<file path="src/rtl/square_wave_gen.sv">
// Square-wave generator: programmable high/low time in UNIT-cycle units, continuous or burst mode.
// Latency: the launch edge enters HIGH/LOW, so wave follows one cycle after en/start is sampled.
// Backpressure: none; settings are shadowed at each period start and live inputs never glitch a period.
module square_wave_gen #(
  parameter int W    = 4,
  parameter int UNIT = 10,
  parameter int BW   = 8
) (
  input  logic          clk,
  input  logic          rst,
  input  logic          en,
  input  logic          mode,
  input  logic [W-1:0]  m,
  input  logic [W-1:0]  n,
  input  logic          start,
  input  logic [BW-1:0] burst_len,
  output logic          wave,
  output logic          period_tick,
  output logic          busy,
  output logic          done
);

  // Prescaler needs at least one bit even when UNIT == 1.
  localparam int PW = (UNIT > 1) ? $clog2(UNIT) : 1;
  localparam logic [PW-1:0] PRE_MAX = PW'(UNIT - 1);
  localparam logic [W-1:0]  W_ONE   = W'(1);
  localparam logic [BW-1:0] B_ONE   = BW'(1);

  typedef enum logic [1:0] {
    S_IDLE = 2'd0,
    S_HIGH = 2'd1,
    S_LOW  = 2'd2
  } state_t;

  state_t        state_q, state_d;
  logic [PW-1:0] pre_q, pre_d;
  logic [W-1:0]  cnt_q, cnt_d;
  logic [BW-1:0] burst_q, burst_d;
  logic [W-1:0]  m_sh_q, m_sh_d;
  logic [W-1:0]  n_sh_q, n_sh_d;
  logic          mode_sh_q, mode_sh_d;

  logic [W-1:0]  target;
  logic          unit_wrap;
  logic          phase_end;
  logic          period_end;
  logic          last_burst;
  logic          launch_req;
  logic          live_nonzero;

  // Phase/period boundary decode; depends only on registered state so outputs never follow inputs.
  always_comb begin
    target     = (state_q == S_HIGH) ? m_sh_q : n_sh_q;
    unit_wrap  = (pre_q == PRE_MAX);
    phase_end  = (state_q != S_IDLE) && unit_wrap && (cnt_q == (target - W_ONE));
    period_end = phase_end && ((state_q == S_LOW) || (n_sh_q == '0));
    last_burst = mode_sh_q && (burst_q == B_ONE);
  end

  // Output decode from registered state.
  always_comb begin
    wave        = (state_q == S_HIGH);
    busy        = (state_q != S_IDLE);
    period_tick = period_end;
    done        = period_end && last_burst;
  end

  // Next-state logic: launch, phase counting, period reload, burst countdown and enable abort.
  always_comb begin
    state_d      = state_q;
    pre_d        = pre_q;
    cnt_d        = cnt_q;
    burst_d      = burst_q;
    m_sh_d       = m_sh_q;
    n_sh_d       = n_sh_q;
    mode_sh_d    = mode_sh_q;
    live_nonzero = (m != '0) || (n != '0);
    launch_req   = live_nonzero && (!mode || (start && (burst_len != '0)));

    if (!en) begin
      // Abort: drop the running period silently and clear all counters.
      state_d = S_IDLE;
      pre_d   = '0;
      cnt_d   = '0;
      burst_d = '0;
    end else begin
      unique case (state_q)
        S_IDLE: begin
          if (launch_req) begin
            m_sh_d    = m;
            n_sh_d    = n;
            mode_sh_d = mode;
            burst_d   = burst_len;
            pre_d     = '0;
            cnt_d     = '0;
            state_d   = (m != '0) ? S_HIGH : S_LOW;
          end
        end
        S_HIGH, S_LOW: begin
          pre_d = unit_wrap ? '0 : (pre_q + 1'b1);
          if (unit_wrap) begin
            cnt_d = phase_end ? '0 : (cnt_q + W_ONE);
          end
          if (phase_end && !period_end) begin
            state_d = S_LOW;
          end else if (period_end) begin
            if (mode_sh_q) begin
              burst_d = burst_q - B_ONE;
            end
            if (last_burst) begin
              state_d = S_IDLE;
            end else begin
              // New period: resample the live settings at the boundary only.
              m_sh_d = m;
              n_sh_d = n;
              if (!live_nonzero) begin
                state_d = S_IDLE;
              end else begin
                state_d = (m != '0) ? S_HIGH : S_LOW;
              end
            end
          end
        end
        default: begin
          state_d = S_IDLE;
          pre_d   = '0;
          cnt_d   = '0;
          burst_d = '0;
        end
      endcase
    end
  end

  // State and counter registers with asynchronous reset.
  always_ff @(posedge clk or posedge rst) begin
    if (rst) begin
      state_q   <= S_IDLE;
      pre_q     <= '0;
      cnt_q     <= '0;
      burst_q   <= '0;
      m_sh_q    <= '0;
      n_sh_q    <= '0;
      mode_sh_q <= 1'b0;
    end else begin
      state_q   <= state_d;
      pre_q     <= pre_d;
      cnt_q     <= cnt_d;
      burst_q   <= burst_d;
      m_sh_q    <= m_sh_d;
      n_sh_q    <= n_sh_d;
      mode_sh_q <= mode_sh_d;
    end
  end

endmodule

</file>
<file path="config.mk">
export PLATFORM = sky130hd
export DESIGN_NAME = square_wave_gen
export DESIGN_NICKNAME = d
export VERILOG_FILES = /design/src/rtl/square_wave_gen.sv
export SDC_FILE = /design/constraint.sdc
export NUM_CORES = 1
export LEC_CHECK = 0
export ABC_AREA = 0
export ABC_CLOCK_PERIOD_IN_PS = 2500
export BUFFER_PORTS_ARGS = -buffer_cell sky130_fd_sc_hd__buf_2
export CORE_MARGIN = 3
export CORE_UTILIZATION = 30
export CTS_CLUSTER_SIZE = 8
export DETAILED_ROUTE_END_ITERATION = 16
export REMOVE_ABC_BUFFERS = 1
export SLEW_MARGIN = 30
export SYNTH_ARGS = -nofsm -noshare
export SYNTH_HDL_FRONTEND = slang
export SYNTH_SLANG_ARGS = --single-unit
</file>
<file path="constraint.sdc">
create_clock -name clk -period 2.5 [get_ports clk]
set_clock_uncertainty 0.1 [all_clocks]
set_input_delay 0.125 -clock clk [delete_from_list [all_inputs] [get_ports clk]]
set_output_delay 0.125 -clock clk [all_outputs]
set_load 0.01 [all_outputs]
</file>
==> out/results.ini, run 1 <==
[outcome]
status=finished with violations
violations=setup timing

[cells_and_area]
final_cell_mix=27 x dfrtp_1, 24 x buf_2, 22 x buf_4
finalNetCount=274
final_core_util_pct=41.09
layout-drive-gt1-share_pct=36.21
layout_commonest_cell=dfrtp_1
multiInputGateArea_um2=1161
syn_to_final_growth_pct=31.36
ff_latch_area_um2=675.6
n_antenna_cell=0
fillCellCount=567

[power_and_ir_drop]
finalPower_mw=2.607
p_int_mw=1.562
p_sw_share_pct=40.10
switchingPower_mw=1.046
leakage_nw=1.169
power_frac_clock_pct=9.9
comb_power_share_pct=59.3
seq_power_share_pct=30.8
powerDensity_nw_per_um2=1065
vdd.ir_drop.worst_v=0.0004564

[grt]
grt_pass1_wl_mm=7.728
grt_pass1_vias=1565
antenna_found_initial=0
grt_usage_pct=13.16
overflow=0
grt_max_degree=28

[floorplan]
die_w_um=84.81
die_height_um=84.81
io_pins=25
rows=28
dieArea_um2=7192
core_um2=5956
initial_utilization_pct=31.28

[cts]
root_buffer=clkbuf_8
cts_sinks=27
cts_buffers=3
cts_tree=built
h-tree-depth=1
cts_buffer_depth=2
clock_latency_ns=0.28
clk_pin_slew_ns=0.09

[sta]
grt_setup_unrepaired=yes
slew_viol_final=0
finalHoldViolCount=0
tightest_slew_ns=0.5335
fmaxAchievable_mhz=398.2
setup_violations=8
period_needed_ns=2.511
fin_crit_sh_pct=100.4
slew_headroom_pct=64.10
layout_setup_ws_ns=-0.01112

[routing]
wl_per_cell_um=14.36
drt_iter0_drc=114
ant_nets=0
drc=0
wl_mm=4.567
drtPass1Iterations=4
vias=1576
vias_per_cell=4.956

[critical_path]
startpoint_type=flop
critPathMaxFanout=8
cp.arrival_ns=2.58
critPathCaptureType=flop
critical_path_class=reg2reg
required_ns=2.57

[logic_synthesis]
ys_types=48
synth_edf_count=0
ys.flop_type=dfrtp_1
avgSynthCellArea_um2=9.963
syn_area_um2=1863
yosysWarnings=0
seq_area_frac_synth_pct=36.27
synthArstFlopShare_pct=100.0
ys_seq_elements=27
syn_inst=187

[placement]
io_buffers=24
hpwl_mm=3.275
gp_congestion=0.8331

[flow_run]
cap_violations=0

[hold_path]
min_path_type=in2reg

-- flip-flops by register name (all words and copies together), names as in the netlist --
register / flops
mode_sh_q: 1
pre_q: 4
n_sh_q: 4
state_q: 2
cnt_q: 4
m_sh_q: 4
burst_q: 8
-- repair_timing --
action                     CTS  global route
setup buffers                2             5
hold buffers                 9             0
setup endpoints to repair    9            19
pin swaps                    1             6
gates resized for setup      9             6
hold endpoints to repair    35             0
-- critical path: stages, from the launching register on --
cell and delay, ns:
dfrtp_1 0.40, inv_2 0.09, ha_4 0.13, buf_8 0.13, mux2i_4 0.29, o211ai_1 0.16
nor2_2 0.21, o211ai_2 0.13, buf_4 0.15, a21o_1 0.17, buf_12 0.15, mux2_4 0.29
-- logic make-up (layout without fill, tap and decap cells) --
kind of cell	Yosys count	after routing	share of synthesized area, %
buffers and inverters	19	75	4.836
AO/OA/AOI/OAI	41	41	16.52
flip-flops	27	27	36.27
AND/OR/NAND/NOR	60	60	16.46
multiplexers	23	23	16.12
XOR/XNOR	8	8	3.761
adder cells (fa/ha/maj)	9	9	6.044
-- layer usage --
layer  part of all wire [%]  vias to the layer above  routed length [um]  GRT usage, %
met1                     48                      752                2199         18.54
met3                    3.0                        6                 137         1.472
li1                       -                      790                   -             -
met4                    1.3                        0                  58         3.741
met2                     48                       28                2171         21.35
met5                      0                        -                   0             0
-- through the flow --
stage	setup slack, ns	std cells	area (um^2)	hold slack [ns]	TNS, ns
2_1_floorplan	-0.1259	181	1822	0.07772	-1.153
3_3_place_gp	-0.01389	298	2183	0.1092	-0.1020
3_5_place_dp	-0.03624	298	2183	0.1143	-0.2532
4_1_cts	-0.009653	313	2382	0.01270	-0.009653
5_1_grt	-0.1126	318	2447	0.01466	-1.044
6_report	-0.01112	318	2447	0.01396	-0.07415
-- layout make-up --
class	instances	share of cell area (%)
multi-input combinational	141	47.44
sequential	27	27.61
timing repair buffer	58	17.23
tap	75	3.834
inverter	13	1.994
clock buffer	3	1.687
clock inverter	1	0.2045
-- power groups by stage --
stage	registers, mW	logic, mW	clock network (mW)
5_1_grt	0.829	1.71	0.283
2_1_floorplan	0.744	1.00	0
6_report	0.803	1.55	0.257
3_3_place_gp	0.783	1.38	0
3_5_place_dp	0.784	1.40	0
4_1_cts	0.793	1.50	0.262
-- worst paths after layout --
check / from / endpoint / slack (ns) / cells past startpoint
max: state_q[1]$_DFFE_PP0P_ / n_sh_q[3]$_DFFE_PP0P_ / -0.01 / 11
min: mode / mode_sh_q$_DFFE_PP0P_ / 0.01 / 2
max reg2reg: state_q[1]$_DFFE_PP0P_ / n_sh_q[3]$_DFFE_PP0P_ / -0.01 / 11
min reg2reg: pre_q[2]$_DFFE_PP0P_ / pre_q[2]$_DFFE_PP0P_ / 0.41 / 1
max in group asynchronous: rst / cnt_q[1]$_DFFE_PP0P_ / 1.69 / 4
min in group asynchronous: rst / burst_q[6]$_DFFE_PP0P_ / 0.35 / 4
-- Yosys cell counts (all sizes together), types with 2 or more instances --
cell type	instances	area (um^2)
a22oi	6	45.04
nand2b	3	18.77
mux2	19	247.7
nor3	4	20.02
o31ai	3	22.52
nor4	6	37.54
or4	2	15.01
o211ai	2	20.02
dfrtp	27	675.7
buf	4	33.78
o22ai	4	31.28
nor2	17	63.81
o2111ai	3	32.53
a21oi	8	51.30
xnor2	4	35.03
nand2	13	48.80
o21ai	9	45.04
nand3	5	25.02
clkbuf	2	7.510
xor2	4	35.03
mux2i	4	52.55
ha	9	112.6
or2	2	12.52
inv	13	48.80
a22o	2	17.52
(Power assumes the default switching activity.)
==> inputs of run 2 (changes only) <==
--- a/config.mk
+++ b/config.mk
@@ -6,7 +6,7 @@
 export NUM_CORES = 1
 export LEC_CHECK = 0
 export ABC_AREA = 0
-export ABC_CLOCK_PERIOD_IN_PS = 2500
+export ABC_CLOCK_PERIOD_IN_PS = 2940
 export BUFFER_PORTS_ARGS = -buffer_cell sky130_fd_sc_hd__buf_2
 export CORE_MARGIN = 3
 export CORE_UTILIZATION = 30
==> constraint.sdc (replaced) <==
create_clock -name clk -period 2.94 [get_ports clk]
set_clock_uncertainty 0.1 [all_clocks]
set_input_delay 0.147 -clock clk [delete_from_list [all_inputs] [get_ports clk]]
set_output_delay 0.147 -clock clk [all_outputs]
set_load 0.01 [all_outputs]
==> run 2 against run 1 <==
Net effect:
- the flow now finishes without violations
- via count is 7.7% lower
- sequential cell count stayed put
- sequential share of layout area is 4.3 points higher
- routed wire length is 11% lower
- sequential power is 16% lower
- critical path type unchanged
- largest power group unchanged
==> out/results.ini, run 2 (synthesis results as in run 1) <==
[critical_path]
critical_path_class=reg2reg
critPathMaxFanout=12  ; +4
worstPathCellList=inv_1, ha_1, inv_1, and4b_1, mux2_4, o211ai_2, a21o_1, buf_4, mux2_4
cp_slowest_cell=ha_1
critPathCaptureType=flop
slowest_delay_ns=0.46  ; +0.06 ns
required_ns=3.00  ; +0.43 ns
path_buf_inv=3  ; -1
crit_family=multiplexers
startpoint_type=flop
cp.arrival_ns=2.74  ; +0.16 ns

[sta]
fmaxAchievable_mhz=373.0  ; -6.3%
fin_crit_sh_pct=91.19  ; -9.3 points
slew_viol_final=0  ; unchanged
setup_tns_ns=0  ; +0.07415 ns
setup_violations=0  ; -8
tightest_slew_ns=0.5824  ; +0.04882 ns
layout_setup_ws_ns=0.2590  ; +0.2701 ns
grt_setup_unrepaired=no
period_needed_ns=2.681  ; +0.1699 ns
finalHoldViolCount=0  ; unchanged
slew_headroom_pct=61.12  ; -3.0 points

[power_and_ir_drop]
powerDensity_nw_per_um2=915.6  ; -14%
seq_power_share_pct=34.8  ; +4.0 points
comb_power_share_pct=54.3  ; -5.0 points
p_sw_share_pct=40.92  ; +0.82 points
vdd.ir_drop.worst_v=0.0003795  ; -17%
switchingPower_uw=794.6  ; -24%
p_int_mw=1.147  ; -27%
power_frac_clock_pct=10.9  ; +1.0 points
leakage_nw=0.9895  ; -15%

[floorplan]
core_um2=5956  ; unchanged
die_w_um=84.81  ; unchanged
initial_utilization_pct=31.28  ; unchanged
dieArea_um2=7192  ; unchanged
rows=28  ; unchanged
die_height_um=84.81  ; unchanged
io_pins=25  ; unchanged

[grt]
overflow=0  ; unchanged
grt_pass1_vias=1482  ; -5.3%
grt_max_degree=28  ; unchanged
grt_pass1_wl_mm=6.831  ; -12%
grt_usage_pct=11.71  ; -1.5 points
antenna_found_initial=0  ; unchanged

[routing]
wl_met1_mm=1.989  ; -9.5%
route.met3.wl_um=78  ; -43%
vias=1454  ; -7.7%
drtPass1Iterations=4  ; unchanged
ant_nets=0  ; unchanged
vias_per_cell=5.049  ; +1.9%
drt_iter0_drc=82  ; -28%
top_layer_used=met4
drc=0  ; unchanged
wl_per_cell_um=14.16  ; -1.4%
met2_length_mm=1.949  ; -10%
wl_mm=4.077  ; -11%

[cts]
clk_pin_slew_ns=0.09  ; about the same
h-tree-depth=1  ; unchanged
cts_sinks=27  ; unchanged
cts_buffer_depth=2  ; unchanged
clock_latency_ns=0.27  ; about the same
cts_buffers=3  ; unchanged
cts_tree=built
root_buffer=clkbuf_8

[cells_and_area]
layout_commonest_cell=dfrtp_1
layout-drive-gt1-share_pct=27.70  ; -8.5 points
max_flop_register=burst_q
finalNetCount=244  ; -11%
final_cell_mix=27 x dfrtp_1, 24 x buf_2, 17 x nor2_1
largest_reg_flops=8  ; unchanged
stdcell_area_um2=2121  ; -13%
syn_to_final_growth_pct=13.83
n_antenna_cell=0  ; unchanged

[placement]
hpwl_mm=3.134  ; -4.3%
place_area_um2=2058  ; -5.7%
io_buffers=24  ; unchanged
dp_slack_ns=0.2200  ; +0.2562 ns
gp_congestion=0.8202  ; -1.5%

[hold_path]
min_path_type=in2reg

[outcome]
status=finished, final reports clean

[flow_run]
cap_violations=0  ; unchanged

## run 2: timing repair
item	CTS	global route
endpoints found under the hold margin	27	0
hold buffers	1	0
setup endpoints to repair	0	9
resized for setup	0	2
buffers inserted	0	0
## run 2: area by class of cell
cell class | instances | area (um^2)
fillers | 613 | 3835
multi-input cells | 141 | 1105
flip-flops and latches | 27 | 675.6
repair buffers | 28 | 152.6
well taps | 75 | 93.84
inverters | 13 | 48.80
clock buffers | 4 | 45.04
## run 2: worst paths after layout
kind                                   startpoint                endpoint  slack (ns)  cells after the start
hold / removal                               m[0]   m_sh_q[0]$_DFFE_PP0P_        0.02                      2
setup / recovery           state_q[0]$_DFFE_PP0P_   n_sh_q[2]$_DFFE_PP0P_        0.26                      9
max in group asynchronous                     rst    cnt_q[0]$_DFFE_PP0P_        1.98                      3
hold reg to reg              pre_q[2]$_DFFE_PP0P_    pre_q[2]$_DFFE_PP0P_        0.40                      1
min in group asynchronous                     rst  burst_q[7]$_DFFE_PP0P_        0.38                      3
setup reg to reg           state_q[0]$_DFFE_PP0P_   n_sh_q[2]$_DFFE_PP0P_        0.26                      9
## run 2: metrics by stage
stage / util (%) / power (mW) / hold WS [ns] / std cells
2_1_floorplan: - / 1.486 / 0.09972 / 181
3_3_place_gp: 34.56 / 1.719 / 0.2933 / 283
3_5_place_dp: 34.56 / 1.729 / 0.1530 / 283
4_1_cts: 35.48 / 1.957 / 0.01040 / 288
5_1_grt: 35.61 / 2.109 / 0.002951 / 288
6_report: 35.61 / 1.942 / 0.01958 / 288
## run 2: layer usage
metal  track usage, %  vias to the layer above
met5                0                        -
met4            4.173                        0
met3            1.178                        5
met2            19.43                       24
met1            15.83                      695
li1                 -                      730
## run 2: power by group through the flow
| stage | Combinational [mW] | Clock, mW | Sequential [mW] |
|---|---|---|---|
| after CTS | 1.06 | 0.226 | 0.673 |
| after detailed placement | 1.05 | 0 | 0.678 |
| after global routing | 1.17 | 0.240 | 0.700 |
| after floorplan | 0.853 | 0 | 0.633 |
| after global placement | 1.04 | 0 | 0.677 |
| final | 1.05 | 0.212 | 0.675 |
